===== config.mk =====
export PLATFORM = sky130hd
export DESIGN_NAME = key_matrix_scan
export DESIGN_NICKNAME = d
export VERILOG_FILES = /design/src/rtl/key_matrix_scan.sv
export SDC_FILE = /design/constraint.sdc
export NUM_CORES = 1
export LEC_CHECK = 0
export BUFFER_PORTS_ARGS = -buffer_cell sky130_fd_sc_hd__buf_2
export CORE_MARGIN = 5
export CORE_UTILIZATION = 60
export DETAILED_ROUTE_END_ITERATION = 8
export GPL_TIMING_DRIVEN = 0
export PLACE_DENSITY = 0.77
export SETUP_SLACK_MARGIN = 0.4
export SLEW_MARGIN = 20
export SYNTH_ARGS = -nofsm -noshare
export SYNTH_HDL_FRONTEND = slang
export SYNTH_SLANG_ARGS = --single-unit

===== constraint.sdc =====
create_clock -name clk -period 4.7 [get_ports clk]
set_input_delay 0.94 -clock clk [delete_from_list [all_inputs] [get_ports clk]]
set_output_delay 0.94 -clock clk [all_outputs]
set_load 0.02 [all_outputs]

===== src/rtl/key_matrix_scan.sv =====
// key_matrix_scan: 8x8 key matrix scanner with per-column debounce and press/release event output.
// Define KEY_FIFO_EN for a 4-entry event FIFO; otherwise a single output register is used.
module key_matrix_scan #(
  parameter int CLK_REF   = 48_000_000,
  parameter int CLK_SCAN  = 1_000_000,
  parameter int DEB_SCANS = 4
) (
  input  logic       clk,
  input  logic       btnCpuReset,
  output logic [7:0] COLUMN,
  input  logic [7:0] STRING,
  output logic [5:0] key_code,
  output logic       key_press,
  output logic       key_valid,
  input  logic       key_ready,
  output logic       ovf
);
  localparam int DIV = CLK_REF / CLK_SCAN;
  localparam int PW  = $clog2(DIV);
  typedef enum logic {SCAN, EMIT} state_t;
  state_t r_state, w_next;
  logic [7:0] r_sync1, r_sync2;
  logic [PW-1:0] r_presc;
  logic [2:0] r_col, r_ecol, r_row;
  logic [7:0] r_raw [8];
  logic [7:0] r_stable [8];
  logic [3:0] r_cnt [8];
  logic [7:0] r_diff, r_new;
  logic [3:0] w_cnt_inc;
  logic w_tick, w_match, w_commit, w_push, w_press;
  logic [5:0] w_code;
  logic r_ovf;
  assign COLUMN = ~(8'h01 << r_col);
  assign ovf = r_ovf;
  always_comb begin
    w_tick    = r_presc == PW'(DIV - 1);
    w_match   = r_sync2 == r_raw[r_col];
    w_cnt_inc = r_cnt[r_col] == 4'hF ? 4'hF : r_cnt[r_col] + 4'd1;
    w_commit  = r_state == SCAN && w_tick && w_match && w_cnt_inc >= 4'(DEB_SCANS - 1)
                && r_raw[r_col] != r_stable[r_col];
    w_push    = r_state == EMIT && r_diff[r_row];
    w_code    = {r_ecol, r_row};
    w_press   = ~r_new[r_row];
    w_next    = r_state == SCAN ? (w_commit ? EMIT : SCAN) : (r_row == 3'd7 ? SCAN : EMIT);
  end
  always_ff @(posedge clk or negedge btnCpuReset) begin
    if (!btnCpuReset) begin
      r_sync1 <= 8'hFF;
      r_sync2 <= 8'hFF;
      r_presc <= '0;
      r_col   <= 3'd0;
      r_state <= SCAN;
      r_row   <= 3'd0;
      r_ecol  <= 3'd0;
      r_diff  <= 8'h00;
      r_new   <= 8'hFF;
      for (int i = 0; i < 8; i++) begin
        r_raw[i]    <= 8'hFF;
        r_stable[i] <= 8'hFF;
        r_cnt[i]    <= 4'd0;
      end
    end else begin
      r_sync1 <= STRING;
      r_sync2 <= r_sync1;
      r_state <= w_next;
      r_presc <= w_tick ? '0 : r_presc + 1'b1;
      r_row   <= r_state == EMIT ? r_row + 3'd1 : 3'd0;
      if (w_tick) begin
        r_col <= r_col + 3'd1;
        if (w_match) r_cnt[r_col] <= w_cnt_inc;
        else begin
          r_cnt[r_col] <= 4'd0;
          r_raw[r_col] <= r_sync2;
        end
      end
      if (w_commit) begin
        r_stable[r_col] <= r_raw[r_col];
        r_diff <= r_raw[r_col] ^ r_stable[r_col];
        r_new  <= r_raw[r_col];
        r_ecol <= r_col;
      end
    end
  end
`ifdef KEY_FIFO_EN
  logic [6:0] r_mem [4];
  logic [1:0] r_wp, r_rp;
  logic [2:0] r_fcnt;
  logic w_pop, w_acc;
  assign w_pop = key_valid && key_ready;
  assign w_acc = w_push && (r_fcnt != 3'd4 || w_pop);
  assign key_valid = r_fcnt != 3'd0;
  assign {key_press, key_code} = r_mem[r_rp];
  always_ff @(posedge clk or negedge btnCpuReset) begin
    if (!btnCpuReset) begin
      for (int i = 0; i < 4; i++) r_mem[i] <= 7'd0;
      r_wp   <= 2'd0;
      r_rp   <= 2'd0;
      r_fcnt <= 3'd0;
      r_ovf  <= 1'b0;
    end else begin
      if (w_acc) begin
        r_mem[r_wp] <= {w_press, w_code};
        r_wp <= r_wp + 2'd1;
      end
      if (w_pop) r_rp <= r_rp + 2'd1;
      r_fcnt <= r_fcnt + 3'(w_acc) - 3'(w_pop);
      if (w_push && !w_acc) r_ovf <= 1'b1;
    end
  end
`else
  logic r_valid, r_press;
  logic [5:0] r_code;
  assign key_valid = r_valid;
  assign key_press = r_press;
  assign key_code  = r_code;
  always_ff @(posedge clk or negedge btnCpuReset) begin
    if (!btnCpuReset) begin
      r_valid <= 1'b0;
      r_press <= 1'b0;
      r_code  <= 6'd0;
      r_ovf   <= 1'b0;
    end else begin
      if (w_push && (!r_valid || key_ready)) begin
        r_valid <= 1'b1;
        r_press <= w_press;
        r_code  <= w_code;
      end else if (key_ready) r_valid <= 1'b0;
      if (w_push && r_valid && !key_ready) r_ovf <= 1'b1;
    end
  end
`endif
endmodule


Word level (Yosys, flattened, before mapping). Cells that the tools add are included.

Shift operators: 1. Bitwise operators: 8. Order comparisons: 4. Reduce and logical (&&, ||, !) cells: 14. Multiplexer cells: 29. Equal/unequal tests: 5. $add $sub $neg: 4.

Operators with widths (number): bitwise mux 64 bit (2); binary-select mux 8 bit (select 3 bit) (2); 2-to-1 mux 8 bit (5); AND 32 bit (1); bitwise mux 32 bit (1); 2-to-1 mux 32 bit (1); inverter 32 bit (1); demux 8 bit (select 3 bit) (1); 2-to-1 mux 4 bit (4); binary-select mux 4 bit (select 3 bit) (1); demux 4 bit (select 3 bit) (1); logical AND 1 bit (9); == test 8 bit (1); inequality test 8 bit (1); inverter 8 bit (1); left shift 1 x 3 -> 8 bit, first input constant (1); bitwise XOR 8 bit (1); 2-to-1 mux 1 bit (7); adder 3 x 1 -> 3 bit, second input constant (2); adder 6 x 1 -> 6 bit, second input constant (1); binary-select mux 1 bit (select 3 bit) (2); == test 6 bit, second input constant (1); 2-to-1 mux 6 bit (1); adder 4 x 1 -> 4 bit, second input constant (1); 13 further kinds (16).

Register bits after elaboration: 217. Logic and storage cells: 102. Input bits: 11.

Depth between registers and ports, before layout.
Depth in word-level cells: 11. Depth in mapped cells: 15.

Worst setup path before layout. Ideal clock, no wire load.

Kind: register -> register. From: register r_col[2]. To: register r_stable[48] in the netlist's numbering. Setup time: 0.082 ns. Cell stages (with the launch flop): 14. Setup slack: 1.177 ns. Data arrival time: 3.441 ns. Period minus slack after synthesis: 3.523 ns. Cell sequence: dfrtp_1 > buf_2 > buf_2 > mux2_2 > a221oi_1 > o221ai_1 > ha_1 > nor2b_1 > a21boi_0 > o21ba_2 > a2111oi_4 > and3_1 > buf_2 > mux2_2.

Word-level cells in the longest chain between the ends: 9.

Ends and longest elaborated chain: start: declaration (RTL line 24) `logic [2:0] r_col, r_ecol, r_row;`; start signal: assignment (RTL line 69) `r_col <= r_col + 3'd1;`; inverter 3 -> 4 bit (implied by the code) *; binary-select mux 4 bit (select 3 bit) (RTL line 38) `w_cnt_inc = r_cnt[r_col] == 4'hF ? 4'hF : r_cnt[r_col] + 4'd1;`; 2-to-1 mux 4 bit (implied by the code) (2 in series) (RTL line 38); adder 4 x 1 -> 4 bit / == test 4 bit (equally long branches) (RTL line 38); 2-to-1 mux 4 bit (RTL line 38); >= comparator 4 x 2 -> 1 bit (RTL line 39) `w_commit = r_state == SCAN && w_tick && w_match && w_cnt_inc >= 4'(DEB_SCANS - 1)`; logical AND 1 bit (RTL line 39); logical AND 1 bit (RTL line 40) `&& r_raw[r_col] != r_stable[r_col];`; end signal: indexed assignment (RTL line 77) `r_stable[r_col] <= r_raw[r_col];`; end: declaration (RTL line 26) `logic [7:0] r_stable [8];`.

Every way passes the cells marked *; elsewhere a longest branch is shown, timed or not. The select of a mux whose other input is x is not followed. A chain may end at the register's enable or synchronous reset.

Final worst setup path.
From: register r_col[2]. To: register r_stable[37] in the netlist's numbering.

Same word-level chain as after synthesis.

==> impl_metrics.ini <==
[sta]
tightestPinTransition_ps = 987.8
finalCriticalPeriod_ps = 4135
finalSetupViolCount = 0
rsz0062_at_grt = no
slew_violations = 0
finalCritPeriodShare = 0.8797
slew_headroom = 0.3364
skew_ps = 7.022
report.final.hold_viol_count = 0
clock.fmax_mhz = 241.9
hold_slack_ps = 201.8

[synthesis]
synth_cells = 720
synth_compound_area_frac = 0.03791
synth_area_um2 = 10200
synth_warnings = 0
async_flop_share = 1.000
synth_nets = 741
synth-main-ff-cell = dfstp_2
synthAdderAreaFrac = 0.01227
avgSynthCellArea_um2 = 14.16
ys_types = 56
synth_top_family_by_area = multiplexers
yosysSeqAreaShare = 0.5511
muxShareOfSynthArea = 0.2909
synth-simple-area-share = 0.06772
ys_ff_latch = 217
synth_xor_xnor_area_share = 0.01374
synth_edf_count = 0

[placed_design]
postPlaceCellArea_um2 = 10670
dp_hpwl_um = 14870
gp_congestion = 0.8653
io_buffers = 27

[routing]
dr.pass1.iters = 5
ant_nets = 0
drt_iter0_drc = 390
avgViaCountPerCell = 6.020
wl_per_cell_um = 21.68
drc = 0
wl_um = 21960
vias = 6098

[cts]
worstSkewPairLatency_ps = 510
cts_made_buffers = 23
numClockSinks = 217
clockBufferDepth = 3
cts_tree = built
path_clk_slew_ps = 60
cts_max_level = 1
root_buffer = clkbuf_16

[floorplan]
start_util = 0.6128
row_count = 47
core_um2 = 16640
die_w_um = 140.4
dieArea_um2 = 19710
dieHeight_um = 140.4
design.portCount = 28

[global_routing]
overflow = 0
grt_max_degree = 110
grt_first_pass_wirelength_um = 36350
groute.usage.overall = 0.2302
antenna_found_initial = 0
grt_pass1_vias = 6629

[critical_path]
startpoint_type = flop
arrival_ps = 4570
cp_max_fo = 10
required_ps = 5130
crit_type = reg -> reg
cp-end-kind = flop

[pwr]
ir_drop_uv = 273.6
total_power_uw = 3739
leakagePower_uw = 0.005105
cellPowerDensity_nw_per_um2 = 326.0

[min_path]
hp-class = in -> async

[cells_and_area]
design_area_um2 = 11470
drive_above_1_share = 0.5927
syn2layout_area_growth_pct = 12.44
nets = 798
fillers = 1138
antenna_cells = 0
fin_util = 0.6890

[run_status]
status = finished clean

[run]
maxCapViolations = 0
power by group:
group	switching [µW]	internal, µW	leakage (µW)
Clock	719	1060	0.000358
Sequential	3.84	1890	0.00247
Combinational	47.4	16.1	0.00228
logic make-up (layout without fill, tap and decap cells):
kind of cell | Yosys count | count (layout)
AOI/OAI and AO/OA | 52 | 52
xor gates and xnor gates | 16 | 16
adders and majority gates | 10 | 10
buffers and inverters | 59 | 132
DFF | 217 | 217
muxes | 232 | 232
and+or+nand+nor | 134 | 134
state kept, by name (all words and copies together), names as in the netlist:
name / flops
r_sync2: 8
r_raw: 64
ovf: 1
r_cnt: 32
key_press: 1
r_stable: 64
r_new: 8
key_valid: 1
r_row: 3
r_sync1: 8
r_ecol: 3
key_code: 6
r_col: 3
r_presc: 6
r_state: 1
r_diff: 8
layout make-up:
cell class,instances,area [µm²],share of cell area
buffer,52,252.7,0.02204
clock buffer,32,639.4,0.05576
clock inverter,9,102.6,0.008947
inverter,7,30.03,0.002619
multi-input combinational,444,4324,0.3771
sequential,217,5620,0.4901
tap,220,275.3,0.02400
timing repair buffer,32,222.7,0.01942
final timing paths:
path,start,endpoint,slack [ps],depth (start not counted)
worst max register to register,r_col[2],r_stable[37],570,15
min in group clk,r_sync1[1],r_sync2[1],350,0
worst max-delay path,r_col[2],r_stable[37],570,15
max in group asynchronous,btnCpuReset,r_sync1[1],3780,2
worst min register to register,r_sync1[1],r_sync2[1],350,0
worst min-delay path,btnCpuReset,r_presc[2],200,1
repair_timing:
item                       in CTS  in global routing
setup endpoints to repair      64                 74
resized for setup               2                 12
hold buffers                    0                  0
setup buffers                   2                  1
pin swaps                       1                  1
synthesized netlist by cell type, drive strengths merged (2+ instances only):
| master | count | share of area |
|---|---|---|
| mux2i | 17 | 0.017 |
| inv | 6 | 0.0022 |
| ha | 10 | 0.012 |
| buf | 28 | 0.015 |
| mux4 | 28 | 0.062 |
| nand2b | 7 | 0.0043 |
| a221oi | 4 | 0.0034 |
| o31ai | 6 | 0.0044 |
| dfrtp | 65 | 0.16 |
| nor4 | 2 | 0.0018 |
| a22o | 5 | 0.0043 |
| nor2b | 7 | 0.0043 |
| and3 | 6 | 0.0037 |
| o21ai | 11 | 0.0054 |
| a22oi | 2 | 0.0015 |
| nand2 | 43 | 0.016 |
| clkbuf | 24 | 0.0088 |
| o211ai | 2 | 0.0015 |
| o22ai | 2 | 0.0012 |
| xor2 | 11 | 0.0094 |
| nor3 | 3 | 0.0026 |
| and2 | 6 | 0.0037 |
| nor2 | 35 | 0.013 |
| a211oi | 3 | 0.0022 |
| dfstp | 152 | 0.39 |
| or3 | 2 | 0.0012 |
| xnor2 | 5 | 0.0043 |
| mux2 | 187 | 0.21 |
| a21oi | 7 | 0.0034 |
| o221ai | 2 | 0.0017 |
| nand3 | 14 | 0.010 |
| nand4 | 4 | 0.0031 |
per-stage QoR:
stage	std cells	setup WS [ps]	setup TNS [ps]
6_report	1013	565.3	0
5_1_grt	1013	401.7	0
4_1_cts	1012	413.0	0
3_5_place_dp	969	135.0	0
3_3_place_gp	967	-533.4	-33830
2_1_floorplan	720	1177	0
cells in the final DEF, fill, tap and decap left out, types with 3 or more instances in the layout:
cell        synthesis  routed
nand2b_1            7       7
clkbuf_16           0      23
o21ai_0            11      11
clkinvlp_4          0       3
dfrtp_1            65      65
inv_1               6       6
buf_1               7       8
mux2i_1            17      17
nand2_1            43      43
buf_6               3       3
xnor2_1             5       5
nand4_1             3       3
a211oi_1            3       3
a221oi_1            4       4
nor2b_1             7       7
mux4_2             28      28
clkbuf_1           24      25
clkbuf_2            0       4
nand3_1            10      10
o31ai_1             6       6
xor2_1             11      11
buf_4               1       5
and2_1              6       6
and3_1              6       6
buf_2              17      41
a22o_1              5       5
dfstp_2           152     152
clkinv_2            0       3
ha_1               10      10
mux2_2            169     169
mux2_4             16      16
a21oi_1             7       7
nor2_1             35      34
clkbuf_8            0       3
metal layers:
layer	up-vias	routed length (µm)	global-route usage
met1	3157	9179	0.3108
li1	2705	-	-
met4	0	880	0.08873
met3	64	1094	0.03306
met5	-	0	0
met2	172	10800	0.3803
worst max-delay path, stage by stage (launching register included):
cell	delay, ps
dfrtp_1	360
buf_2	270
buf_2	330
buf_2	370
mux4_2	360
nand2_1	90
nand2_1	90
ha_1	250
nor2b_1	170
a21boi_0	150
o21ba_2	270
a2111oi_4	310
buf_4	210
and3_1	150
buf_2	280
mux2_2	380
Note: power is estimated with default switching activity, not from simulation.
